--- src/rtl/if_stage_pkg.sv ---
// Shared types for the rv32imc pipeline front end.
//   pc_mux_t   : redirect select driven by execute (pc_offset = redirect)
//   if_stage_t : fetch -> decode payload {valid, pc, inst}
//   RESET_PC_DEFAULT : default program counter after reset
package rv32imc_types;

    localparam logic [31:0] RESET_PC_DEFAULT = 32'h1eceb000;

    typedef enum logic [1:0] {
        pc_plus4  = 2'b00,
        pc_offset = 2'b01
    } pc_mux_t;

    typedef struct packed {
        logic        valid;
        logic [31:0] pc;
        logic [31:0] inst;
    } if_stage_t;

endpackage

--- src/rtl/fetch_fifo.sv ---
// Small synchronous FIFO used by the fetch stage, both for the {pc, inst}
// queue and for the side FIFO that remembers the PC of each granted read.
// Ports:
//   clk, rst_n        clock, async active-low reset
//   clear             empties the FIFO (wins over push/pop)
//   push, push_data   write one entry (ignored when full)
//   pop, pop_data     drop the head (ignored when empty); pop_data = head
//   count/empty/full  occupancy status
// DEPTH must be a power of two so the pointers wrap on their own.
module fetch_fifo #(
    parameter int DEPTH = 4,
    parameter int WIDTH = 64,
    localparam int CW = $clog2(DEPTH + 1),
    localparam int PW = $clog2(DEPTH)
) (
    input  logic             clk,
    input  logic             rst_n,
    input  logic             clear,
    input  logic             push,
    input  logic [WIDTH-1:0] push_data,
    input  logic             pop,
    output logic [WIDTH-1:0] pop_data,
    output logic [CW-1:0]    count,
    output logic             empty,
    output logic             full
);

    logic [WIDTH-1:0] mem [DEPTH];
    logic [PW-1:0]    wptr, rptr;
    logic             do_push, do_pop;

    assign empty    = (count == '0);
    assign full     = (count == CW'(DEPTH));
    assign do_push  = push && !full;
    assign do_pop   = pop && !empty;
    assign pop_data = mem[rptr];

    always_ff @(posedge clk) begin
        if (do_push) mem[wptr] <= push_data;
    end

    always_ff @(posedge clk or negedge rst_n) begin
        if (!rst_n) begin
            wptr  <= '0;
            rptr  <= '0;
            count <= '0;
        end else if (clear) begin
            wptr  <= '0;
            rptr  <= '0;
            count <= '0;
        end else begin
            if (do_push) wptr <= wptr + 1'b1;
            if (do_pop)  rptr <= rptr + 1'b1;
            if (do_push && !do_pop)      count <= count + 1'b1;
            else if (!do_push && do_pop) count <= count - 1'b1;
        end
    end

endmodule

--- src/rtl/if_stage.sv ---
// Instruction fetch stage. Owns the PC, issues word-aligned imem reads under
// a credit rule (outstanding reads + queued words <= QUEUE_DEPTH), buffers
// returned words in order and presents the queue head to decode.
// A flush from execute redirects the PC, empties the queue and drops every
// response still in flight.
// Optional feature macro: IF_BYPASS_EN -- a non-dropped response arriving
// with the queue empty and decode ready goes straight to if_stage_reg in the
// same cycle instead of through the queue.
// Ports:
//   clk, rst_n                   clock, async active-low reset
//   i_pc_mux, i_pc_offset        redirect select / target from execute
//   i_flush                      branch-taken flush from execute
//   if_stall                     decode cannot accept this cycle
//   o_imem_req/addr/rmask        read request
//   i_imem_gnt                   request accepted
//   i_imem_rvalid/rdata          in-order read response
//   if_stage_reg                 {valid, pc, inst} to decode
module if_stage
    import rv32imc_types::*;
#(
    parameter int          QUEUE_DEPTH = 4,
    parameter logic [31:0] RESET_PC    = RESET_PC_DEFAULT
) (
    input  logic        clk,
    input  logic        rst_n,
    input  pc_mux_t     i_pc_mux,
    input  logic [31:0] i_pc_offset,
    input  logic        i_flush,
    input  logic        if_stall,
    output logic        o_imem_req,
    output logic [31:0] o_imem_addr,
    output logic [3:0]  o_imem_rmask,
    input  logic        i_imem_gnt,
    input  logic        i_imem_rvalid,
    input  logic [31:0] i_imem_rdata,
    output if_stage_t   if_stage_reg
);

    localparam int CW = $clog2(QUEUE_DEPTH + 1);

    logic [31:0]   pc, target;
    logic [CW-1:0] inflight, drop_cnt, q_count, pcq_count;
    logic [CW:0]   credit_used;
    logic          gnt, keep_rsp, bypass;
    logic          q_push, q_pop, q_empty, q_full;
    logic [63:0]   q_head;
    logic [31:0]   pcq_head;
    logic          pcq_empty, pcq_full;
    logic          unused_status;

    // Bit 0 of a target is never meaningful for rv32imc.
    assign target = i_pc_offset & 32'hffff_fffe;

    assign credit_used  = {1'b0, inflight} + {1'b0, q_count};
    assign o_imem_req   = !i_flush && (credit_used < (CW+1)'(QUEUE_DEPTH));
    assign o_imem_addr  = {pc[31:2], 2'b00};
    assign o_imem_rmask = o_imem_req ? 4'hf : 4'h0;
    assign gnt          = i_imem_gnt && o_imem_req;

    // A response in the flush cycle belongs to the old path as well.
    assign keep_rsp = i_imem_rvalid && !i_flush && (drop_cnt == '0);

`ifdef IF_BYPASS_EN
    assign bypass = keep_rsp && q_empty && !if_stall;
`else
    assign bypass = 1'b0;
`endif

    assign q_push = keep_rsp && !bypass;
    assign q_pop  = !q_empty && !if_stall;

    // PC of every granted read, consumed by the matching kept response.
    // Dropped responses have no entry here: the flush cleared them.
    fetch_fifo #(.DEPTH(QUEUE_DEPTH), .WIDTH(32)) u_pc_fifo (
        .clk       (clk),
        .rst_n     (rst_n),
        .clear     (i_flush),
        .push      (gnt),
        .push_data (pc),
        .pop       (keep_rsp),
        .pop_data  (pcq_head),
        .count     (pcq_count),
        .empty     (pcq_empty),
        .full      (pcq_full)
    );

    fetch_fifo #(.DEPTH(QUEUE_DEPTH), .WIDTH(64)) u_fetch_q (
        .clk       (clk),
        .rst_n     (rst_n),
        .clear     (i_flush),
        .push      (q_push),
        .push_data ({pcq_head, i_imem_rdata}),
        .pop       (q_pop),
        .pop_data  (q_head),
        .count     (q_count),
        .empty     (q_empty),
        .full      (q_full)
    );

    // The credit rule keeps these status bits redundant.
    assign unused_status = ^{pcq_count, pcq_empty, pcq_full, q_full};

    always_ff @(posedge clk or negedge rst_n) begin
        if (!rst_n) begin
            pc       <= RESET_PC;
            inflight <= '0;
            drop_cnt <= '0;
        end else if (i_flush) begin
            // No grant can happen here since the request is masked.
            pc       <= target;
            inflight <= inflight - CW'(i_imem_rvalid);
            drop_cnt <= inflight - CW'(i_imem_rvalid);
        end else begin
            if (i_pc_mux == pc_offset) pc <= target;
            else if (gnt)              pc <= pc + 32'd4;
            if (gnt && !i_imem_rvalid)      inflight <= inflight + 1'b1;
            else if (!gnt && i_imem_rvalid) inflight <= inflight - 1'b1;
            if (i_imem_rvalid && drop_cnt != '0) drop_cnt <= drop_cnt - 1'b1;
        end
    end

    always_comb begin
        if_stage_reg = '0;
        if (bypass) begin
            if_stage_reg.valid = 1'b1;
            if_stage_reg.pc    = pcq_head;
            if_stage_reg.inst  = i_imem_rdata;
        end else if (!q_empty) begin
            if_stage_reg.valid = 1'b1;
            if_stage_reg.pc    = q_head[63:32];
            if_stage_reg.inst  = q_head[31:0];
        end
    end

endmodule

--- config.mk ---
export PLATFORM = sky130hd
export DESIGN_NAME = if_stage
export DESIGN_NICKNAME = d
export VERILOG_FILES = /design/src/rtl/if_stage_pkg.sv /design/src/rtl/fetch_fifo.sv /design/src/rtl/if_stage.sv
export SDC_FILE = /design/constraint.sdc
export NUM_CORES = 1
export LEC_CHECK = 0
export ABC_CLOCK_PERIOD_IN_PS = 3600
export CORE_ASPECT_RATIO = 2
export CORE_MARGIN = 1.5
export CORE_UTILIZATION = 35
export CTS_CLUSTER_DIAMETER = 60
export CTS_CLUSTER_SIZE = 25
export DETAILED_ROUTE_END_ITERATION = 10
export GPL_TIMING_DRIVEN = 0
export PLACE_DENSITY = 0.61
export SYNTH_ARGS = -nofsm -noshare
export SYNTH_HDL_FRONTEND = slang
export SYNTH_HIERARCHICAL = 1
export SYNTH_SLANG_ARGS = --single-unit
--- constraint.sdc ---
create_clock -name clk -period 3.6 [get_ports clk]
set_input_delay 0.36 -clock clk [delete_from_list [all_inputs] [get_ports clk]]
set_output_delay 0.36 -clock clk [all_outputs]
set_load 0.05 [all_outputs]
==> run metrics <==
outcome completed; I/O pin total 174; slowest stage delay, CP 730 ps; clock network power share 0.245; CP Cell Sequence nor3_2 > clkbuf_4 > clkbuf_2 > nor2b_1 > clkdlybuf4s50_1; Tmin final 3360 ps; # setup viols final 0; Area Growth Syn to Fin 19.6%; CTS Buffer Depth 3; Core Util, Final 0.425; startpoint types flip-flop; sw frac 0.307; fin. max-slew vios 0; Rel. slew slack 0.0916; YS warnings 6; Hold Crit Class in -> reg; Reg area 12800 sq um; Fin Hold WS 335 ps; layout cells sized above 1 0.192; VDD IR max 0.404 mV; worst-path maximum fanout 10; vias per cell 4.84; fin nets 1257; DP Worst Slack -349 ps; CTS root buf clkbuf_16; drt pass-1 iters 4; drt drc 0; Core Region 50100 sq um; GRT Total Usage 0.148; ANT nets after route 0; Final HPWL DP 26500 microns; Comb pwr share 0.242; DR WL/cell 20.8 microns; Post-Layout Cell Count 1830; critical path's top delay family buffers and inverters; # port buffers 170; initial antenna violation count 1; Highest Clock Rate 0.297 GHz; Via Count 8862; Worst EP arrival 3000 ps; footprint of the multi-input gates 4390 sq um; global route total overflow 0; DRT Wirelength 38100 microns; RSZ-0062 raised after global routing false; CTS tree yes; PnR worst setup slack 237 ps; TritonCTS Buffers 23; largest net degree at the start of global routing 49; clk_lat worst skew 550 ps; H-tree lvl count 1; drt first-iter violations 425; period utilization 0.934; Critical Path RT 3240 ps; postcts setup bufs 0; GPL Wtd Cong 0.764; Sw Pwr 3.60 mW; most frequent cells in the layout edfxtp_1, clkdlybuf4s50_1, mux4_2, nor2b_1, nor2_1; Int Pwr 8.13 mW; Syn Inst Count 957; ant diodes 0; crit path kind reg -> out; Cell Pwr Density 552 nW/um^2; sequential power share 0.513; FP Rows 116; leading cell type in the layout, fill and taps excluded edfxtp_1; leakage power 6.78 nW; Die Span X 162 microns; Placed Instances 1788; Worst Tran Pin Value 1350 ps; cell at the slowest stage of the critical path clkdlybuf4s50_1; die area 52200 sq um; Sink Count 435; first-pass GRT wire length 57900 microns; vias in the first global route 9452; Buf/Inv on CP 3; Initial Util 0.355; Synth Area per Inst 18.6 sq um; endpoint class of the critical path output port; total of max-cap violations 0; clock skew 23.0 ps; CTS clk-pin slew, worst paths 100 ps; Hold Vio Cnt, Final 0; Die Ht 322 microns; Mapped Area 17800 sq um; # fillers 4504
worst paths after layout:
path | depth (start not counted) | slack (ps) | to | startpoint
setup / recovery | 5 | 240 | if_stage_reg[48] | u_fetch_q/count[0]
hold / removal | 3 | 330 | pc[13] | i_pc_offset[13]
setup reg to reg | 12 | 280 | u_pc_fifo/count[2] | u_fetch_q/count[2]
hold reg to reg | 0 | 520 | u_pc_fifo/mem[1][1] | pc[1]
max in group asynchronous | 3 | 2450 | pc[27] | rst_n
min in group asynchronous | 2 | 440 | pc[1] | rst_n
per-stage QoR:
stage	setup TNS (ps)	power [mW]	cell area, sq um
6_report	0	11.7	21300
3_5_place_dp	-43180	9.00	20500
2_1_floorplan	0	7.94	17800
5_1_grt	0	12.2	21300
3_3_place_gp	-643930	8.92	20300
4_1_cts	-8080	11.9	21200
cell type report:
class	count	share of cell area
buffer	75	0.0257
sequential	435	0.603
tap	649	0.0382
inverter	21	0.00388
clock inverter	6	0.00347
multi-input combinational	431	0.206
timing repair buffer	178	0.0896
clock buffer	35	0.0297
worst min-delay path, stage by stage:
cell             delay [ps]
clkdlybuf4s50_1         400
nor2_1                  100
a21oi_1                  40
state kept, by name, summed over array words and instances (netlist names):
register	count
drop_cnt	3
inflight	3
pc	31
u_fetch_q/count	3
u_fetch_q/mem	256
u_fetch_q/rptr	2
u_fetch_q/wptr	2
u_pc_fifo/count	3
u_pc_fifo/mem	128
u_pc_fifo/rptr	2
u_pc_fifo/wptr	2
repair_timing:
item | CTS | global route
cloned | 0 | 0
endpoints found under the setup margin | 110 | 152
hold buffers | 1 | 0
hold endpoints to repair | 29 | 0
resized for setup | 5 | 12
power groups by stage:
| stage | sequential (mW) | clock (mW) | combinational (mW) |
|---|---|---|---|
| 4_1_cts | 6.03 | 2.98 | 2.88 |
| 3_3_place_gp | 6.13 | 0 | 2.78 |
| 2_1_floorplan | 6.06 | 0 | 1.87 |
| 3_5_place_dp | 6.14 | 0 | 2.86 |
| 5_1_grt | 6.06 | 3.15 | 3.03 |
| 6_report | 6.02 | 2.87 | 2.83 |
metal layers:
metal | track usage | up-vias | routed length (microns)
met5 | 0 | - | 13
met4 | 0.0365 | 2 | 641
met3 | 0.0158 | 30 | 1310
met2 | 0.290 | 181 | 21700
met1 | 0.169 | 4578 | 14400
li1 | - | 4071 | -
(Power assumes the default switching activity.)
